**src/rtl/hpdmc_pkg.sv**
```systemverilog
// Shared HPDMC control-interface definitions: CSR register map, command/control
// bit positions and the init sequencer state encoding.
package hpdmc_pkg;

  localparam logic [1:0] REG_CTRL = 2'd0;
  localparam logic [1:0] REG_CMD  = 2'd1;
  localparam logic [1:0] REG_TIM  = 2'd2;
  localparam logic [1:0] REG_IDLY = 2'd3;

  localparam int CMD_CS  = 0;
  localparam int CMD_WE  = 1;
  localparam int CMD_CAS = 2;
  localparam int CMD_RAS = 3;
  localparam int CMD_ADR = 4;
  localparam int CMD_BA  = 17;

  localparam int CTRL_BYPASS = 0;
  localparam int CTRL_RST    = 1;
  localparam int CTRL_CKE    = 2;

  typedef enum logic [3:0] {
    S_IDLE, S_PWR, S_PWAIT, S_PRE, S_REF, S_MRS, S_GAP,
    S_TIM, S_RD, S_CHK, S_RUN, S_DONE
  } init_state_e;

  function automatic logic [13:0] csr_reg_addr(input logic [3:0] page, input logic [1:0] r);
    return {page, 8'h00, r};
  endfunction

endpackage

```
**src/rtl/hpdmc_wait_timer.sv**
```systemverilog
// Loadable down-counter; holds at zero and flags it.
module hpdmc_wait_timer (
  input  logic        clk_i,
  input  logic        rst_ni,
  input  logic        load_i,
  input  logic [15:0] val_i,
  input  logic        dec_i,
  output logic        zero_o
);

  logic [15:0] cnt_q;

  always_ff @(posedge clk_i or negedge rst_ni) begin
    if (!rst_ni) begin
      cnt_q <= 16'd0;
    end else if (load_i) begin
      cnt_q <= val_i;
    end else if (dec_i && (cnt_q != 16'd0)) begin
      cnt_q <= cnt_q - 16'd1;
    end
  end

  assign zero_o = (cnt_q == 16'd0);

endmodule

```
**src/rtl/hpdmc_init_seq.sv**
```systemverilog
// SDRAM power-up sequencer acting as CSR master toward the HPDMC slave;
// transparent host pass-through whenever the sequence is not running.
module hpdmc_init_seq
  import hpdmc_pkg::*;
#(
  parameter logic [3:0]  csr_addr   = 4'h0,
  parameter logic [15:0] PWRUP_WAIT = 16'd20000,
  parameter logic [15:0] CMD_WAIT   = 16'd8,
  parameter logic [3:0]  NREF       = 4'd2,
  parameter logic [12:0] MODE       = 13'h022,
  parameter logic [23:0] TIMING     = 24'h993612,
  parameter bit          AUTO_START = 1'b1
) (
  input  logic        sys_clk,
  input  logic        sys_rst_n,
  input  logic        start,
  output logic        busy,
  output logic        done,
  output logic        error,
  input  logic [13:0] host_csr_a,
  input  logic        host_csr_we,
  input  logic [31:0] host_csr_di,
  output logic [31:0] host_csr_do,
  output logic [13:0] csr_a,
  output logic        csr_we,
  output logic [31:0] csr_di,
  input  logic [31:0] csr_do
);

  localparam logic [31:0] CTRL_INIT = (32'd1 << CTRL_BYPASS) | (32'd1 << CTRL_RST) | (32'd1 << CTRL_CKE);
  localparam logic [31:0] CTRL_RUN  = 32'd1 << CTRL_CKE;
  localparam logic [31:0] CMD_PRE   = (32'd1 << CMD_CS) | (32'd1 << CMD_WE) | (32'd1 << CMD_RAS)
                                    | (32'd1 << (CMD_ADR + 10));
  localparam logic [31:0] CMD_REF   = (32'd1 << CMD_CS) | (32'd1 << CMD_CAS) | (32'd1 << CMD_RAS);
  localparam logic [31:0] CMD_MRS   = (32'd1 << CMD_CS) | (32'd1 << CMD_WE) | (32'd1 << CMD_CAS)
                                    | (32'd1 << CMD_RAS) | ({19'd0, MODE} << CMD_ADR)
                                    | (32'd0 << CMD_BA);

  init_state_e state_q, state_d, prev_q;
  logic [3:0]  ref_q;
  logic        busy_q, done_q, error_q;
  logic        seq_we_q;
  logic [13:0] seq_a_q;
  logic [31:0] seq_di_q;
  logic        go;
  logic        tmr_load, tmr_zero;
  logic [15:0] tmr_val;

  // The timer is loaded on entry to a command state so it already holds N
  // during the command cycle; the following wait state then lasts N cycles.
  always_comb begin
    go       = ((state_q == S_IDLE) && (start || AUTO_START)) || ((state_q == S_DONE) && start);
    state_d  = state_q;
    case (state_q)
      S_IDLE, S_DONE: if (go) state_d = S_PWR;
      S_PWR:          state_d = S_PWAIT;
      S_PWAIT:        if (tmr_zero) state_d = S_PRE;
      S_PRE, S_REF, S_MRS: state_d = S_GAP;
      S_GAP: begin
        if (tmr_zero) begin
          case (prev_q)
            S_PRE:   state_d = S_REF;
            S_REF:   state_d = (ref_q < NREF) ? S_REF : S_MRS;
            default: state_d = S_TIM;
          endcase
        end
      end
      S_TIM:   state_d = S_RD;
      S_RD:    state_d = S_CHK;
      S_CHK:   state_d = S_RUN;
      S_RUN:   state_d = S_DONE;
      default: state_d = S_IDLE;
    endcase
    tmr_load = (state_d == S_PWR) || (state_d == S_PRE) || (state_d == S_REF) || (state_d == S_MRS);
    tmr_val  = (state_d == S_PWR) ? PWRUP_WAIT : CMD_WAIT;
  end

  hpdmc_wait_timer u_timer (
    .clk_i  (sys_clk),
    .rst_ni (sys_rst_n),
    .load_i (tmr_load),
    .val_i  (tmr_val),
    .dec_i  (busy_q),
    .zero_o (tmr_zero)
  );

  always_ff @(posedge sys_clk or negedge sys_rst_n) begin
    if (!sys_rst_n) begin
      state_q  <= S_IDLE;
      prev_q   <= S_IDLE;
      ref_q    <= 4'd0;
      busy_q   <= 1'b0;
      done_q   <= 1'b0;
      error_q  <= 1'b0;
      seq_we_q <= 1'b0;
      seq_a_q  <= 14'd0;
      seq_di_q <= 32'd0;
    end else begin
      state_q <= state_d;
      if ((state_q == S_PRE) || (state_q == S_REF) || (state_q == S_MRS)) prev_q <= state_q;
      if (state_d == S_PWR)      ref_q <= 4'd0;
      else if (state_q == S_REF) ref_q <= ref_q + 4'd1;
      busy_q <= (state_d != S_IDLE) && (state_d != S_DONE);
      done_q <= (state_d == S_DONE);
      if (state_d == S_PWR)                                    error_q <= 1'b0;
      else if ((state_q == S_CHK) && (csr_do[23:0] != TIMING)) error_q <= 1'b1;

      // Bus registers follow the state being entered, so each write lands
      // in the same cycle as its state.
      seq_we_q <= 1'b0;
      seq_a_q  <= 14'd0;
      seq_di_q <= 32'd0;
      case (state_d)
        S_PWR: begin seq_we_q <= 1'b1; seq_a_q <= csr_reg_addr(csr_addr, REG_CTRL); seq_di_q <= CTRL_INIT; end
        S_PRE: begin seq_we_q <= 1'b1; seq_a_q <= csr_reg_addr(csr_addr, REG_CMD);  seq_di_q <= CMD_PRE;   end
        S_REF: begin seq_we_q <= 1'b1; seq_a_q <= csr_reg_addr(csr_addr, REG_CMD);  seq_di_q <= CMD_REF;   end
        S_MRS: begin seq_we_q <= 1'b1; seq_a_q <= csr_reg_addr(csr_addr, REG_CMD);  seq_di_q <= CMD_MRS;   end
        S_TIM: begin seq_we_q <= 1'b1; seq_a_q <= csr_reg_addr(csr_addr, REG_TIM);  seq_di_q <= {8'd0, TIMING}; end
        S_RD:  seq_a_q <= csr_reg_addr(csr_addr, REG_TIM);
        S_RUN: begin seq_we_q <= 1'b1; seq_a_q <= csr_reg_addr(csr_addr, REG_CTRL); seq_di_q <= CTRL_RUN;  end
        default: ;
      endcase
    end
  end

  assign busy        = busy_q;
  assign done        = done_q;
  assign error       = error_q;
  assign csr_a       = busy_q ? seq_a_q  : host_csr_a;
  assign csr_we      = busy_q ? seq_we_q : host_csr_we;
  assign csr_di      = busy_q ? seq_di_q : host_csr_di;
  assign host_csr_do = csr_do;

endmodule

```
**config.mk**
```make
export PLATFORM = sky130hd
export DESIGN_NAME = hpdmc_init_seq
export DESIGN_NICKNAME = d
export VERILOG_FILES = /design/src/rtl/hpdmc_pkg.sv /design/src/rtl/hpdmc_wait_timer.sv /design/src/rtl/hpdmc_init_seq.sv
export SDC_FILE = /design/constraint.sdc
export NUM_CORES = 1
export LEC_CHECK = 0
export BUFFER_PORTS_ARGS = -buffer_cell sky130_fd_sc_hd__clkbuf_2
export CORE_ASPECT_RATIO = 0.9
export CORE_MARGIN = 2
export CORE_UTILIZATION = 48
export DETAILED_ROUTE_END_ITERATION = 10
export GPL_ROUTABILITY_DRIVEN = 0
export PLACE_DENSITY = 0.87
export SLEW_MARGIN = 20
export SYNTH_ARGS = -nofsm -noshare
export SYNTH_HDL_FRONTEND = slang
export SYNTH_SLANG_ARGS = --single-unit
```
**constraint.sdc**
```tcl
create_clock -name sys_clk -period 4.2 [get_ports sys_clk]
set_clock_uncertainty 0.1 [all_clocks]
set_input_delay 0.84 -clock sys_clk [delete_from_list [all_inputs] [get_ports sys_clk]]
set_output_delay 0.84 -clock sys_clk [all_outputs]
set_load 0.01 [all_outputs]
```
* Word-level counts from Yosys, hierarchy flattened
Cells that the tools add are included.
** Cells by class
- Add/sub/neg operators :: 2
- $mul :: 0
- Divide/modulo/power cells :: 0
- Order comparisons :: 1
- Equality and inequality tests :: 23
- Shifts and indexed selects :: 0
- Mux-type cells :: 19
- Bitwise operators :: 0
- Reductions and logical operators :: 22
** Operators by type and width (count)
- $pmux 24 s6 :: 1
- $pmux 4 s9 :: 1
- $eq 4x3->1 const B :: 8
- $mux 16 :: 2
- $mux 32 :: 1
- $eq 4x4->1 const B :: 7
- $ne 24x24->1 const B :: 1
- $mux 4 :: 5
- $eq 4x2->1 const B :: 4
- $logic_not 16->1 :: 1
- $reduce_bool 16->1 :: 1
- $sub 16x1->16 const B :: 1
- $mux 15 :: 1
- $mux 14 :: 1
- $eq 4x1->1 const B :: 2
- $pmux 2 s2 :: 2
- $logic_or 1x1->1 :: 6
- $reduce_bool 2->1 :: 3
- $reduce_or 3->1 :: 2
- $reduce_or 6->1 :: 1
- $mux 1 :: 5
- $add 4x1->4 const B :: 1
- $logic_and 1x1->1 :: 4
- $logic_not 4->1 :: 1
- other kinds (4) :: 5
** Storage, ports and cells
- Register bits after elaboration :: 78
- Bits in latches :: 0
- RAM bits :: 0
- ROM bits :: 0
- Output and inout port bits :: 82
- Logic and storage cells :: 77
- Memories :: 0

* Longest topological paths before layout
Gate-level depths: netlist of run 1.
- Depth in word-level cells :: 10
- Gate-level depth with buffers :: 8
- Depth with buffers taken out :: 7

* Hierarchy
A second synthesis of run 1 with hierarchy kept.
** Second synthesis, totals
- Cell total of the unflattened synthesis :: 337
- Area total of the unflattened synthesis :: 3001.6 um^2
** Modules (own cells, without submodules)
- hpdmc_init_seq :: instances 1, cells an instance 213, area each 1938.1 um^2, seq. area each 650.6 um^2
- hpdmc_wait_timer :: instances 1, cells an instance 124, area each 1063.5 um^2, seq. area each 400.4 um^2

* Least setup slack after synthesis of run 1
No wires, ideal clock.
- Kind :: reg2reg
- Start point :: reg u_timer.cnt_q[12]
- End point :: reg u_timer.cnt_q[7]
- Setup time :: 134 ps
- Data arrival time :: 2229 ps
- Required time :: 3966 ps
- Path slack :: 1737 ps
- Stages on the path, launching flop included :: 8
- Path buffers :: 2
- Period minus slack after synthesis :: 2463 ps
- Cell sequence :: dfrtp_1 > or4_4 > buf_6 > or4_4 > o41a_1 > inv_2 > buf_6 > a21oi_1
** On the way
- Word-level cells in the longest chain between the ends :: 8
- Elaborated cells between the ends (all ways) :: 15
** Ends and longest elaborated chain
- start, declared :: line hpdmc_wait_timer.sv:11 : logic [15:0] cnt_q;
- start signal, assigned :: line hpdmc_wait_timer.sv:17 : cnt_q <= val_i;
- start signal, assigned :: line hpdmc_wait_timer.sv:19 : cnt_q <= cnt_q - 16'd1;
- $logic_not 16->1 :: line hpdmc_wait_timer.sv:23 : assign zero_o = (cnt_q == 16'd0);
- $mux 4 (on tied branches) :: line hpdmc_init_seq.sv:60, hpdmc_init_seq.sv:57
- $pmux 4 s9 :: line hpdmc_init_seq.sv:54 : case (state_q)
- $eq 4x1->1 or $eq 4x2->1 (tied branches) :: line hpdmc_init_seq.sv:74 : tmr_load = (state_d == S_PWR) || (state_d == S_PRE) || (state_d == S_REF) || (state_d == S_MRS);
- $logic_or 1x1->1 (3 in series) :: line hpdmc_init_seq.sv:74
- $mux 16 or $reduce_bool 2->1 (tied branches)
Parallel ways exist; a longest one is shown, timed or not.
A chain may end at the register's enable or synchronous reset.

* Final worst setup path of run 1
- Start point :: reg busy_q, in the netlist busy
- End point :: reg u_timer.cnt_q[15]
** On the way
- Word-level cells in the longest chain between the ends :: 2
** Ends and longest elaborated chain
- start, declared :: line hpdmc_init_seq.sv:41 : logic busy_q, done_q, error_q;
- start signal, assigned :: line hpdmc_init_seq.sv:103 : busy_q <= (state_d != S_IDLE) && (state_d != S_DONE);
- $logic_and 1x1->1 :: line hpdmc_wait_timer.sv:18 : end else if (dec_i && (cnt_q != 16'd0)) begin
- $reduce_bool 2->1 (no source line)
Every way passes these cells.

==> results of run 1 <==
## layout make-up
type / count / area share (%)
inverters: 17 / 1.842
well taps: 70 / 2.529
multi-input cells: 211 / 39.85
clock buffers: 5 / 1.987
repair buffers: 148 / 21.46
flip-flops and latches: 42 / 30.35
clock inverters: 3 / 1.987
## critical path, cell delays in order (launching register included)
cell and delay (ns):
dfrtp_1 0.34, buf_4 0.43, or4b_1 0.56, or3_1 0.49, or4_1 0.52, a21oi_1 0.16
## Yosys cell counts (all sizes together), types with 2 or more instances
master | n | area share, %
o211ai | 4 | 1.1
nor2b | 30 | 6.7
nor3 | 5 | 0.89
a21o | 4 | 1.1
and3 | 2 | 0.45
nor4bb | 3 | 1.1
nand3 | 7 | 1.2
dfrtp | 42 | 37
o31ai | 7 | 1.9
nor4 | 6 | 1.3
buf | 37 | 9.9
inv | 17 | 2.3
a21oi | 16 | 3.1
o21ai | 19 | 3.4
nand2b | 8 | 1.8
or4b | 2 | 0.71
nand2 | 20 | 2.7
nor4b | 7 | 2.2
nand4 | 4 | 0.89
or4 | 13 | 3.8
mux2 | 10 | 4.0
ha | 3 | 1.3
clkbuf | 11 | 1.5
xor2 | 2 | 0.62
or3 | 6 | 1.4
and2 | 2 | 0.45
nor2 | 16 | 2.2
## routing by layer
metal / up-vias / GRT usage, % / wire, microns
met5: - / 0 / 0
met4: 0 / 9.365 / 234
met3: 27 / 4.659 / 529
met2: 117 / 37.95 / 3702
met1: 1253 / 26.83 / 2877
li1: 1306 / - / -
## flip-flops by register name (all words and copies together) (netlist names)
| signal | cells |
|---|---|
| u_timer.cnt_q | 16 |
| seq_di_q | 8 |
| prev_q | 4 |
| ref_q | 4 |
| state_q | 4 |
| seq_a_q | 2 |
| busy | 1 |
| done | 1 |
| error | 1 |
| seq_we_q | 1 |
## where the power goes
| group | internal (mW) | switching (mW) | total, mW |
|---|---|---|---|
| sequential | 0.508 | 0.134 | 0.642 |
| clock | 0.238 | 0.147 | 0.386 |
| combinational | 0.357 | 0.520 | 0.877 |
## path summary, 6_finish.rpt
| kind | slack, ns | cells after the start | end | start |
|---|---|---|---|---|
| hold / removal | 0.44 | 2 | error | error |
| min in group asynchronous | 0.56 | 1 | u_timer.cnt_q[4] | sys_rst_n |
| setup reg to reg | 1.52 | 5 | u_timer.cnt_q[15] | busy |
| setup / recovery | 1.52 | 5 | u_timer.cnt_q[15] | busy |
| max in group asynchronous | 2.88 | 1 | u_timer.cnt_q[0] | sys_rst_n |
| hold reg to reg | 0.44 | 2 | error | error |
## per-stage QoR
step	utilization, %	power [mW]
after global routing	61.18	2.033
final	61.18	1.905
after global placement	58.64	1.466
after floorplan	-	1.246
after CTS	61.07	1.900
after detailed placement	58.64	1.502
## kinds of logic (layout without fill, tap and decap cells)
family / Yosys count / count (layout)
flops: 42 / 42
fa+ha+maj: 3 / 3
simple gates: 136 / 136
mux: 11 / 11
buf+inv: 65 / 173
compound gates: 58 / 58
xor+xnor: 3 / 3
==> metrics.txt, run 1 <==
# TYPE chip_impl_metric gauge
chip_impl_info{name="status",value="finished, final reports clean"} 1
chip_impl_metric{name="numClockSinks",unit=""} 42
chip_impl_metric{name="fin_crit",unit="ns"} 2.683
chip_impl_metric{name="total_instance_count_after_detailed_placement",unit=""} 488
chip_impl_metric{name="num-nets-final",unit=""} 510
chip_impl_metric{name="synthSimpleGateAreaFrac",unit="%"} 29.29
chip_impl_info{name="path_class",value="register to register"} 1
chip_impl_metric{name="largest_voltage_drop_on_the_vdd_net",unit="uV"} 373.1
chip_impl_metric{name="maxClockFrequency",unit="MHz"} 372.8
chip_impl_metric{name="die_width",unit="microns"} 84.60
chip_impl_metric{name="mappedNetlistNets",unit=""} 403
chip_impl_metric{name="preCtsSetupSlack",unit="ns"} 1.549
chip_impl_info{name="unrepaired_setup_endpoints_after_global_routing",value="false"} 1
chip_impl_metric{name="area.sequential",unit="sq mm"} 0.001051
chip_impl_metric{name="slew-limit-headroom",unit="%"} 40.10
chip_impl_metric{name="wire_length_of_the_first_global_routing_pass",unit="microns"} 11800
chip_impl_info{name="min_path_type",value="register to register"} 1
chip_impl_metric{name="worst_path_clk_slew",unit="ns"} 0.09
chip_impl_metric{name="tightestPinTransition",unit="ns"} 0.8986
chip_impl_metric{name="fillerInstances",unit=""} 497
chip_impl_metric{name="share_of_the_synthesized_area_in_compound_gates_ao_oa_aoi_oai",unit="%"} 13.02
chip_impl_metric{name="synth-edff-count",unit=""} 0
chip_impl_metric{name="vias_after_detailed_routing",unit=""} 2703
chip_impl_metric{name="worst_path_maximum_fanout",unit=""} 56
chip_impl_metric{name="cts-buffers-inserted",unit=""} 5
chip_impl_metric{name="finalWirelength",unit="microns"} 7343
chip_impl_metric{name="final_layout_size_suffix_gt1_share",unit="%"} 41.78
chip_impl_info{name="synth_top_family_by_area",value="simple AND/OR/NAND/NOR gates"} 1
chip_impl_metric{name="finalInstanceArea",unit="sq mm"} 0.003463
chip_impl_metric{name="ys_seq_area_share",unit="%"} 37.45
chip_impl_metric{name="initial_core_util",unit="%"} 49.58
chip_impl_metric{name="wl_per_cell",unit="microns"} 14.80
chip_impl_info{name="critPathCaptureType",value="register"} 1
chip_impl_metric{name="grt_usage",unit="%"} 22.14
chip_impl_metric{name="ioPinCount",unit=""} 164
chip_impl_metric{name="die_height",unit="microns"} 76.54
chip_impl_metric{name="power.density",unit="mW/mm^2"} 550.0
chip_impl_metric{name="grt_remaining_overflow",unit=""} 0
chip_impl_metric{name="hold_ws",unit="ns"} 0.4363
chip_impl_metric{name="layout_worst_path_cycle_share",unit="%"} 63.87
chip_impl_metric{name="multi_input_comb_area",unit="sq mm"} 0.001380
chip_impl_metric{name="synthDistinctLibCells",unit=""} 52
chip_impl_metric{name="synthesis.area_per_instance",unit="sq um"} 8.825
chip_impl_info{name="crit_path_start_kind",value="register"} 1
chip_impl_metric{name="leakage",unit="nW"} 1.750
chip_impl_metric{name="xor_xnor_portion_of_the_synthesized_cell_area",unit="%"} 0.9362
chip_impl_metric{name="fin_tns_setup",unit="ns"} 0
chip_impl_metric{name="grt_start_max_net_pins",unit=""} 57
chip_impl_metric{name="synthAdderAreaFrac",unit="%"} 1.337
chip_impl_metric{name="synthesis.yosys.warnings",unit=""} 0
chip_impl_metric{name="cts_max_level",unit=""} 2
chip_impl_metric{name="area_delta_synth_final",unit="%"} 23.41
chip_impl_metric{name="syn-cell-area",unit="sq mm"} 0.002806
chip_impl_metric{name="ys_ff_latch",unit=""} 42
chip_impl_metric{name="n_antenna_cell",unit=""} 0
chip_impl_metric{name="final_report_max_slew_violation_count",unit=""} 0
chip_impl_metric{name="place_area",unit="sq mm"} 0.003319
chip_impl_info{name="layout.cells.most_common_list",value="146 x clkbuf_2, 42 x dfrtp_1, 30 x nor2b_1, 20 x nand2_1, 19 x o21ai_0"} 1
chip_impl_metric{name="yosys-mux-area-fraction",unit="%"} 4.369
chip_impl_metric{name="post_cts_resize_count",unit=""} 0
chip_impl_metric{name="detail_route.drc_violations",unit=""} 0
chip_impl_metric{name="drt.antenna.violating_nets",unit=""} 0
chip_impl_info{name="clock_tree_from_tritoncts",value="built"} 1
chip_impl_metric{name="post_cts_hold_buffer_count",unit=""} 0
chip_impl_metric{name="antenna_found_initial",unit=""} 0
chip_impl_metric{name="dr.first_iter.drc_count",unit=""} 164
chip_impl_metric{name="via_count_of_the_first_global_routing_pass",unit=""} 2561
chip_impl_metric{name="clk_path_buf_depth",unit=""} 2
chip_impl_metric{name="synthArstFlopShare",unit="%"} 100.0
chip_impl_metric{name="dp_hpwl",unit="microns"} 5642
chip_impl_metric{name="placeableCoreArea",unit="sq mm"} 0.005660
chip_impl_metric{name="core.rowCount",unit=""} 26
chip_impl_metric{name="worstPathRequired",unit="ns"} 4.33
chip_impl_info{name="dominantRegCellSynth",value="dfrtp_1"} 1
chip_impl_metric{name="final.setup.worst_slack",unit="ns"} 1.517
chip_impl_metric{name="clk-insertion-delay-late",unit="ns"} 0.31
chip_impl_metric{name="stdcell_count",unit=""} 496
chip_impl_metric{name="cts.repair_timing.setup_buffer_count",unit=""} 0
chip_impl_info{name="clockRootBuffer",value="clkbuf_8"} 1
chip_impl_metric{name="setup_violations",unit=""} 0
chip_impl_metric{name="post_drt_via_cell_ratio",unit=""} 5.450
chip_impl_metric{name="port_buffers",unit=""} 147
chip_impl_metric{name="initial_drt_pass_iterations",unit=""} 4
chip_impl_info{name="mostFrequentLayoutCell",value="clkbuf_2"} 1
chip_impl_metric{name="timing.critical_path.arrival",unit="ns"} 2.82
chip_impl_metric{name="number_of_hold_slack_violations_in_the_final_timing_report",unit=""} 0
chip_impl_metric{name="synthesis.instances",unit=""} 318
chip_impl_metric{name="die-area",unit="sq mm"} 0.006475
chip_impl_metric{name="max-cap-violations",unit=""} 0
Note: power is estimated with default switching activity, not from simulation.
==> run 2, diff against run 1 <==
Settings changed: CORE_UTILIZATION 48 to 44, PLACE_DENSITY 0.87 to 0.81.
Clock period 4.2 ns to 2.5 ns, I/O delays scaled along.
==> run 2 against run 1 <==
  * Via count increased by 1.8%
  * Critical endpoint is now u_timer.cnt_q[6]
  * Total power increased by 68%
  * Combinational power increased by 84%
  * Die area increased by 8.6%
  * Routed wire length increased by 1.2%
  * Global-route usage decreased by 2.4 points
  * Sequential power increased by 62%
  * Sequential cell count unchanged
  * Highest routed layer unchanged
  * Fmax increased by 9.7%
==> metrics.txt, run 2 (same netlist as run 1, synthesis figures left out) <==
# TYPE chip_impl_metric gauge
chip_impl_metric{name="pwr-share-seq",unit="%"} 32.7
chip_impl_metric{name="total_power",unit="mW"} 3.192
chip_impl_metric{name="final_core_util",unit="%"} 58.77
chip_impl_metric{name="max-cap-violations",unit=""} 0
chip_impl_metric{name="via_count_of_the_first_global_routing_pass",unit=""} 2425
chip_impl_metric{name="largest_reg_flops",unit=""} 16
chip_impl_metric{name="hold_ws",unit="ns"} 0.3325
chip_impl_metric{name="placeableCoreArea",unit="sq mm"} 0.006148
chip_impl_metric{name="worst_path_maximum_fanout",unit=""} 5
chip_impl_metric{name="total_instance_count_after_detailed_placement",unit=""} 521
chip_impl_metric{name="initial_core_util",unit="%"} 45.65
chip_impl_metric{name="die_width",unit="microns"} 88.19
chip_impl_metric{name="clk_path_buf_depth",unit=""} 2
chip_impl_metric{name="fin_crit",unit="ns"} 2.447
chip_impl_metric{name="place_area",unit="sq mm"} 0.003462
chip_impl_metric{name="slew-limit-headroom",unit="%"} 57.57
chip_impl_info{name="status",value="finished, final reports clean"} 1
chip_impl_metric{name="p_int",unit="mW"} 1.842
chip_impl_metric{name="grt_start_max_net_pins",unit=""} 55
chip_impl_metric{name="power_switching_share",unit="%"} 42.29
chip_impl_info{name="max_flop_register",value="u_timer.cnt_q"} 1
chip_impl_metric{name="final_layout_size_suffix_gt1_share",unit="%"} 44.72
chip_impl_metric{name="grt_usage",unit="%"} 19.78
chip_impl_metric{name="layout_worst_path_cycle_share",unit="%"} 97.86
chip_impl_metric{name="post_drt_via_cell_ratio",unit=""} 5.171
chip_impl_metric{name="die-area",unit="sq mm"} 0.007034
chip_impl_metric{name="wire_length_of_the_first_global_routing_pass",unit="microns"} 11160
chip_impl_info{name="mostFrequentLayoutCell",value="clkbuf_2"} 1
chip_impl_metric{name="fin_tns_setup",unit="ns"} 0
chip_impl_metric{name="tightestPinTransition",unit="ns"} 0.6297
chip_impl_metric{name="dp_hpwl",unit="microns"} 5976
chip_impl_metric{name="final_report_max_slew_violation_count",unit=""} 0
chip_impl_metric{name="dr.first_iter.drc_count",unit=""} 178
chip_impl_metric{name="power.density",unit="mW/mm^2"} 883.4
chip_impl_metric{name="final.setup.worst_slack",unit="ns"} 0.05346
chip_impl_metric{name="finalInstanceArea",unit="sq mm"} 0.003613
chip_impl_metric{name="largest_voltage_drop_on_the_vdd_net",unit="uV"} 307.0
chip_impl_metric{name="drt.antenna.violating_nets",unit=""} 0
chip_impl_metric{name="port_buffers",unit=""} 147
chip_impl_metric{name="detail_route.drc_violations",unit=""} 0
chip_impl_metric{name="worstPathRequired",unit="ns"} 2.58
chip_impl_metric{name="n_antenna_cell",unit=""} 0
chip_impl_metric{name="num-nets-final",unit=""} 529
chip_impl_metric{name="grt_remaining_overflow",unit=""} 0
chip_impl_metric{name="antenna_found_initial",unit=""} 0
chip_impl_metric{name="area_delta_synth_final",unit="%"} 28.76
chip_impl_info{name="path_class",value="register to register"} 1
chip_impl_metric{name="setup_violations",unit=""} 0
chip_impl_metric{name="timing.critical_path.arrival",unit="ns"} 2.52
chip_impl_metric{name="core.rowCount",unit=""} 27
chip_impl_metric{name="worst_path_clk_slew",unit="ns"} 0.09
chip_impl_metric{name="switching_power",unit="mW"} 1.350
chip_impl_metric{name="clk-insertion-delay-late",unit="ns"} 0.29
chip_impl_metric{name="die_height",unit="microns"} 79.77
chip_impl_info{name="critPathCaptureType",value="register"} 1
chip_impl_metric{name="preCtsSetupSlack",unit="ns"} -0.01609
chip_impl_info{name="crit_path_start_kind",value="register"} 1
chip_impl_info{name="clockRootBuffer",value="clkbuf_8"} 1
chip_impl_metric{name="finalWirelength",unit="microns"} 7433
chip_impl_metric{name="number_of_hold_slack_violations_in_the_final_timing_report",unit=""} 0
chip_impl_info{name="min_path_type",value="primary input to register"} 1
chip_impl_metric{name="numClockSinks",unit=""} 42
chip_impl_metric{name="share_clk_of_total_power",unit="%"} 16.8
chip_impl_metric{name="cts-buffers-inserted",unit=""} 5
chip_impl_metric{name="stdcell_count",unit=""} 532
chip_impl_metric{name="leakage",unit="nW"} 1.823
chip_impl_metric{name="initial_drt_pass_iterations",unit=""} 4
chip_impl_info{name="layout.cells.most_common_list",value="147 x clkbuf_2, 41 x dfrtp_1, 30 x nor2b_1, 20 x nand2_1, 19 x o21ai_0"} 1
chip_impl_info{name="clock_tree_from_tritoncts",value="built"} 1
chip_impl_metric{name="cts_max_level",unit=""} 2
chip_impl_metric{name="ioPinCount",unit=""} 164
chip_impl_metric{name="maxClockFrequency",unit="MHz"} 408.7
chip_impl_metric{name="pwr-share-comb",unit="%"} 50.6
chip_impl_metric{name="vias_after_detailed_routing",unit=""} 2751
chip_impl_metric{name="wl_per_cell",unit="microns"} 13.97
chip_impl_info{name="layout_top_registers",value="u_timer.cnt_q (16), seq_di_q (8)"} 1
[run 2: worst max-delay path, cell delays in order, from the launching register on]
cell and delay [ns]:
dfrtp_1 0.40, or4_4 0.54, or4_4 0.56, o41a_1 0.50
clkinvlp_4 0.18, a21oi_1 0.05
[run 2: cell type report]
class / instances / area (sq um)
fillers: 534 / 2535
multi-input cells: 211 / 1388
flip-flops and latches: 42 / 1052
repair buffers: 166 / 880.8
well taps: 87 / 108.9
clock buffers: 6 / 72.57
inverters: 17 / 66.31
clock inverters: 2 / 37.54
repair inverters: 1 / 7.507
[run 2: final timing paths]
check / depth (start not counted) / slack, ns / endpoint / start
worst max register to register: 5 / 0.05 / u_timer.cnt_q[6] / u_timer.cnt_q[3]
worst max-delay path: 5 / 0.05 / u_timer.cnt_q[6] / u_timer.cnt_q[3]
max in group asynchronous: 3 / 1.36 / busy / sys_rst_n
worst min-delay path: 2 / 0.33 / done / start
worst min register to register: 2 / 0.43 / error / error
min in group asynchronous: 2 / 0.43 / seq_di_q[0] / sys_rst_n
[run 2: timing repair]
item | CTS | global route
setup buffers | 0 | 1
hold buffers | 1 | 0
gates cloned | 0 | 1
pin swaps | 0 | 1
gates resized for setup | 1 | 5
endpoints found under the hold margin | 1 | 0
setup endpoints to repair | 6 | 10
[run 2: routing by layer]
metal	part of all wire (%)	global-route usage [%]	wire length (microns)	vias to the layer above
met2	52	35.64	3866	117
met1	40	24.44	3008	1281
met4	0.82	5.303	61	0
li1	-	-	-	1346
met5	0	0	0	-
met3	6.7	2.999	498	7
[run 2: power groups by stage]
stage               clock, mW  combinational [mW]  sequential (mW)
finish                  0.535                1.61             1.04
global route            0.573                1.78             1.07
CTS                     0.541                1.58             1.03
detailed placement          0                1.57             1.05
global placement            0                1.53             1.04
floorplan                   0                1.11            0.987
==> run 3, diff against run 2 <==
Settings changed: CORE_UTILIZATION 44 to 45, HOLD_SLACK_MARGIN from default to 0.03, SYNTH_HIERARCHICAL from default to 1.
==> run 3 against run 2 <==
  * Global-route usage up 0.60 points
  * Cell area up 7.1%
  * Critical path depth up 6
  * Clock-buffer cell count down 1
  * Highest routed layer unchanged
  * Via count up 4.8%
  * Clock power down 17%
  * Largest cell class unchanged
  * Sequential cell count unchanged
  * Synthesized cell count up 6.0%
  * Combinational power up 8%
  * Routed wire length up 3.4%
  * Non-clock buffer count unchanged
  * First-iteration DRC count up 24%
==> metrics.txt, run 3 <==
# TYPE chip_impl_metric gauge
chip_impl_info{name="status",value="finished, final reports clean"} 1
chip_impl_info{name="rr_startpoint",value="u_timer/cnt_q[1]"} 1
chip_impl_info{name="layout.cells.most_common_list",value="147 x clkbuf_2, 41 x dfrtp_1, 34 x nor2b_1, 24 x nor2_1, 21 x nand2_1"} 1
chip_impl_metric{name="p_int",unit="mW"} 1.901
chip_impl_info{name="crit_family",value="simple AND/OR/NAND/NOR gates"} 1
chip_impl_metric{name="antenna_found_initial",unit=""} 0
chip_impl_metric{name="syn-cell-area",unit="sq mm"} 0.003002
chip_impl_metric{name="num-nets-final",unit=""} 556
chip_impl_metric{name="maxClockFrequency",unit="MHz"} 422.6
chip_impl_metric{name="clk_path_buf_depth",unit=""} 2
chip_impl_info{name="worstHoldStart",value="error"} 1
chip_impl_metric{name="ys_ff_latch",unit=""} 42
chip_impl_metric{name="multi_input_comb_area",unit="sq mm"} 0.001647
chip_impl_metric{name="dr.first_iter.drc_count",unit=""} 221
chip_impl_metric{name="synthesis.yosys.warnings",unit=""} 6
chip_impl_metric{name="largest_reg_flops",unit=""} 16
chip_impl_info{name="critPathSlowestCell",value="dfrtp_1"} 1
chip_impl_metric{name="fillerInstances",unit=""} 542
chip_impl_info{name="dominantRegCellSynth",value="dfrtp_1"} 1
chip_impl_metric{name="grt_start_max_net_pins",unit=""} 50
chip_impl_metric{name="wire_length_of_the_first_global_routing_pass",unit="microns"} 12130
chip_impl_metric{name="synthArstFlopShare",unit="%"} 100.0
chip_impl_metric{name="final_layout_size_suffix_gt1_share",unit="%"} 41.86
chip_impl_metric{name="n_antenna_cell",unit=""} 0
chip_impl_metric{name="numClockSinks",unit=""} 42
chip_impl_metric{name="pwr-share-seq",unit="%"} 37.4
chip_impl_metric{name="core.rowCount",unit=""} 28
chip_impl_info{name="clockRootBuffer",value="clkbuf_8"} 1
chip_impl_metric{name="ys_seq_area_share",unit="%"} 35.01
chip_impl_metric{name="die-area",unit="sq mm"} 0.007341
chip_impl_metric{name="critical_path.n_buffers_inverters",unit=""} 3
chip_impl_metric{name="timing.reg2reg.worst_path_depth",unit=""} 11
chip_impl_info{name="max_flop_register",value="u_timer/cnt_q"} 1
chip_impl_metric{name="port_buffers",unit=""} 147
chip_impl_metric{name="drt.antenna.violating_nets",unit=""} 0
chip_impl_info{name="synth_area_leaders",value="dfrtp_1 35%, buf_4 8.0%, nor2b_1 7.1%"} 1
chip_impl_metric{name="layout_worst_path_cycle_share",unit="%"} 94.65
chip_impl_metric{name="detail_route.drc_violations",unit=""} 0
chip_impl_info{name="crit_path_start_kind",value="register"} 1
chip_impl_metric{name="ioPinCount",unit=""} 164
chip_impl_metric{name="grt_remaining_overflow",unit=""} 0
chip_impl_metric{name="r2r_slack",unit="ns"} 0.13
chip_impl_metric{name="holdPathStages",unit=""} 2
chip_impl_metric{name="worst_path_clk_slew",unit="ns"} 0.08
chip_impl_metric{name="cts-buffers-inserted",unit=""} 5
chip_impl_info{name="timing.rr.end",value="u_timer/cnt_q[7]"} 1
chip_impl_info{name="synth_largest_area_cell",value="dfrtp_1"} 1
chip_impl_metric{name="grt_usage",unit="%"} 20.38
chip_impl_metric{name="setup_violations",unit=""} 0
chip_impl_metric{name="max_stage_delay",unit="ns"} 0.41
chip_impl_metric{name="total_power",unit="mW"} 3.484
chip_impl_metric{name="pwr-share-comb",unit="%"} 49.8
chip_impl_info{name="post_synth_most_frequent_cells",value="42 x dfrtp_1, 34 x nor2b_1, 32 x buf_4, 25 x nor2_1, 21 x nand2_1"} 1
chip_impl_info{name="path_class",value="register to register"} 1
chip_impl_metric{name="die_height",unit="microns"} 81.48
chip_impl_metric{name="post_drt_via_cell_ratio",unit=""} 5.123
chip_impl_metric{name="number_of_hold_slack_violations_in_the_final_timing_report",unit=""} 0
chip_impl_metric{name="share_clk_of_total_power",unit="%"} 12.8
chip_impl_metric{name="worst_path_maximum_fanout",unit=""} 8
chip_impl_metric{name="initial_core_util",unit="%"} 46.06
chip_impl_metric{name="timing.critical_path.arrival",unit="ns"} 2.44
chip_impl_metric{name="critical_path_depth",unit=""} 11
chip_impl_metric{name="final_report_max_slew_violation_count",unit=""} 0
chip_impl_metric{name="wl_per_cell",unit="microns"} 13.66
chip_impl_metric{name="initial_drt_pass_iterations",unit=""} 4
chip_impl_metric{name="synthesis.area_per_instance",unit="sq um"} 8.907
chip_impl_metric{name="power.density",unit="mW/mm^2"} 900.7
chip_impl_metric{name="tightestPinTransition",unit="ns"} 0.6233
chip_impl_metric{name="synthDominantCellAreaShare",unit="%"} 35.01
chip_impl_metric{name="synthDistinctLibCells",unit=""} 62
chip_impl_metric{name="area_delta_synth_final",unit="%"} 28.89
chip_impl_metric{name="via_count_of_the_first_global_routing_pass",unit=""} 2566
chip_impl_metric{name="synthesis.instances",unit=""} 337
chip_impl_info{name="clock_tree_from_tritoncts",value="built"} 1
chip_impl_metric{name="worstPathRequired",unit="ns"} 2.58
chip_impl_metric{name="clk-insertion-delay-late",unit="ns"} 0.30
chip_impl_metric{name="hold_ws",unit="ns"} 0.4361
chip_impl_metric{name="fin_crit",unit="ns"} 2.366
chip_impl_metric{name="slew-limit-headroom",unit="%"} 58.13
chip_impl_metric{name="largest_voltage_drop_on_the_vdd_net",unit="uV"} 352.8
chip_impl_metric{name="cts_max_level",unit=""} 2
chip_impl_metric{name="power_switching_share",unit="%"} 45.45
chip_impl_metric{name="placeableCoreArea",unit="sq mm"} 0.006516
chip_impl_info{name="min_path_type",value="register to register"} 1
chip_impl_metric{name="switching_power",unit="mW"} 1.584
chip_impl_metric{name="leakage",unit="nW"} 1.922
chip_impl_info{name="hold-path-endpoint",value="error"} 1
chip_impl_info{name="post-synth-top-count-cell",value="dfrtp_1"} 1
chip_impl_metric{name="die_width",unit="microns"} 90.09
chip_impl_info{name="crit_path_cell_trace",value="inv_1 -> ha_4 -> nor4b_4 -> nand4_1 -> inv_2 -> nand4bb_4 -> a31oi_4 -> or2_4 -> clkinvlp_4 -> nor2_1 -> a31oi_1"} 1
chip_impl_info{name="layout_top_registers",value="u_timer/cnt_q (16), seq_di_q (8)"} 1
chip_impl_metric{name="dp_hpwl",unit="microns"} 5978
chip_impl_metric{name="max-cap-violations",unit=""} 0
chip_impl_info{name="critPathCaptureType",value="register"} 1
chip_impl_metric{name="area.sequential",unit="sq mm"} 0.001052
chip_impl_metric{name="vias_after_detailed_routing",unit=""} 2884
chip_impl_metric{name="synth-edff-count",unit=""} 0
chip_impl_metric{name="finalWirelength",unit="microns"} 7689
chip_impl_info{name="mostFrequentLayoutCell",value="clkbuf_2"} 1
==> run 3: logic make-up after synthesis <==
family / Yosys count / synth area share, %
mux: 15 / 5.461
buf+inv: 66 / 12.92
other cells: 1 / 0.1249
simple gates: 143 / 29.35
fa+ha+maj: 2 / 0.8335
xor+xnor: 6 / 1.751
compound gates: 62 / 14.55
flops: 42 / 35.01
==> run 3: worst max-delay path by stage <==
stage / slack (ns) / end / startpoint
final: 0.13 / u_timer/cnt_q[7] / u_timer/cnt_q[1]
after global routing: -0.02 / u_timer/cnt_q[7] / u_timer/cnt_q[12]
after CTS: 0.05 / u_timer/cnt_q[12] / u_timer/cnt_q[0]
after detailed placement: -0.01 / u_timer/cnt_q[1] / u_timer/cnt_q[0]
after global placement: 0.13 / u_timer/cnt_q[1] / u_timer/cnt_q[0]
after floorplan: 0.002 / u_timer/cnt_q[12] / u_timer/cnt_q[0]
==> run 3: through the flow <==
stage / cell area [sq um] / setup slack, ns / TNS (ns) / cells / utilization [%]
global route: 3869 / -0.01658 / -0.05716 / 563 / 59.37
CTS: 3797 / 0.04501 / 0 / 556 / 58.28
floorplan: 3073 / 0.002009 / 0 / 346 / -
global placement: 3674 / 0.1290 / 0 / 545 / 56.37
finish: 3869 / 0.1338 / 0 / 563 / 59.37
detailed placement: 3674 / -0.01147 / -0.03935 / 545 / 56.37
==> run 3: area by class of cell <==
cell class	count	area share (%)
clock buffer	5	1.779
clock inverter	3	0.6145
inverter	18	1.876
multi-input combinational	238	42.56
sequential	42	27.20
tap	90	2.911
timing repair buffer	166	22.87
timing repair inverter	1	0.1940
==> run 3: per-layer routing <==
metal | vias to the layer above | GRT usage [%] | part of all wire [%]
met4 | 0 | 5.385 | 0.81
li1 | 1420 | - | -
met2 | 156 | 34.74 | 48
met1 | 1302 | 26.66 | 42
met5 | - | 0 | 0
met3 | 6 | 4.587 | 8.9
==> run 3: power groups by stage <==
stage / Combinational [mW] / Sequential [mW] / Clock (mW)
floorplan: 1.29 / 1.13 / 0
global placement: 1.59 / 1.28 / 0
detailed placement: 1.65 / 1.30 / 0
CTS: 1.68 / 1.29 / 0.456
global route: 1.92 / 1.36 / 0.487
finish: 1.74 / 1.30 / 0.446
==> run 3: worst register-to-register path: stages, from the launching register on <==
cell and delay [ns]:
dfrtp_1 0.41, inv_1 0.11, ha_4 0.15, nor4b_4 0.21, nand4_1 0.18, inv_2 0.14
nand4bb_4 0.17, a31oi_4 0.22, or2_4 0.19, clkinvlp_4 0.18, nor2_1 0.14, a31oi_1 0.05
==> run 3: repair_timing <==
action / in CTS / in global routing
endpoints found under the setup margin: 8 / 30
pin swaps: 0 / 4
endpoints found under the hold margin: 12 / 0
cloned: 1 / 0
hold buffers: 1 / 0
gates resized for setup: 3 / 5
setup buffers: 1 / 7
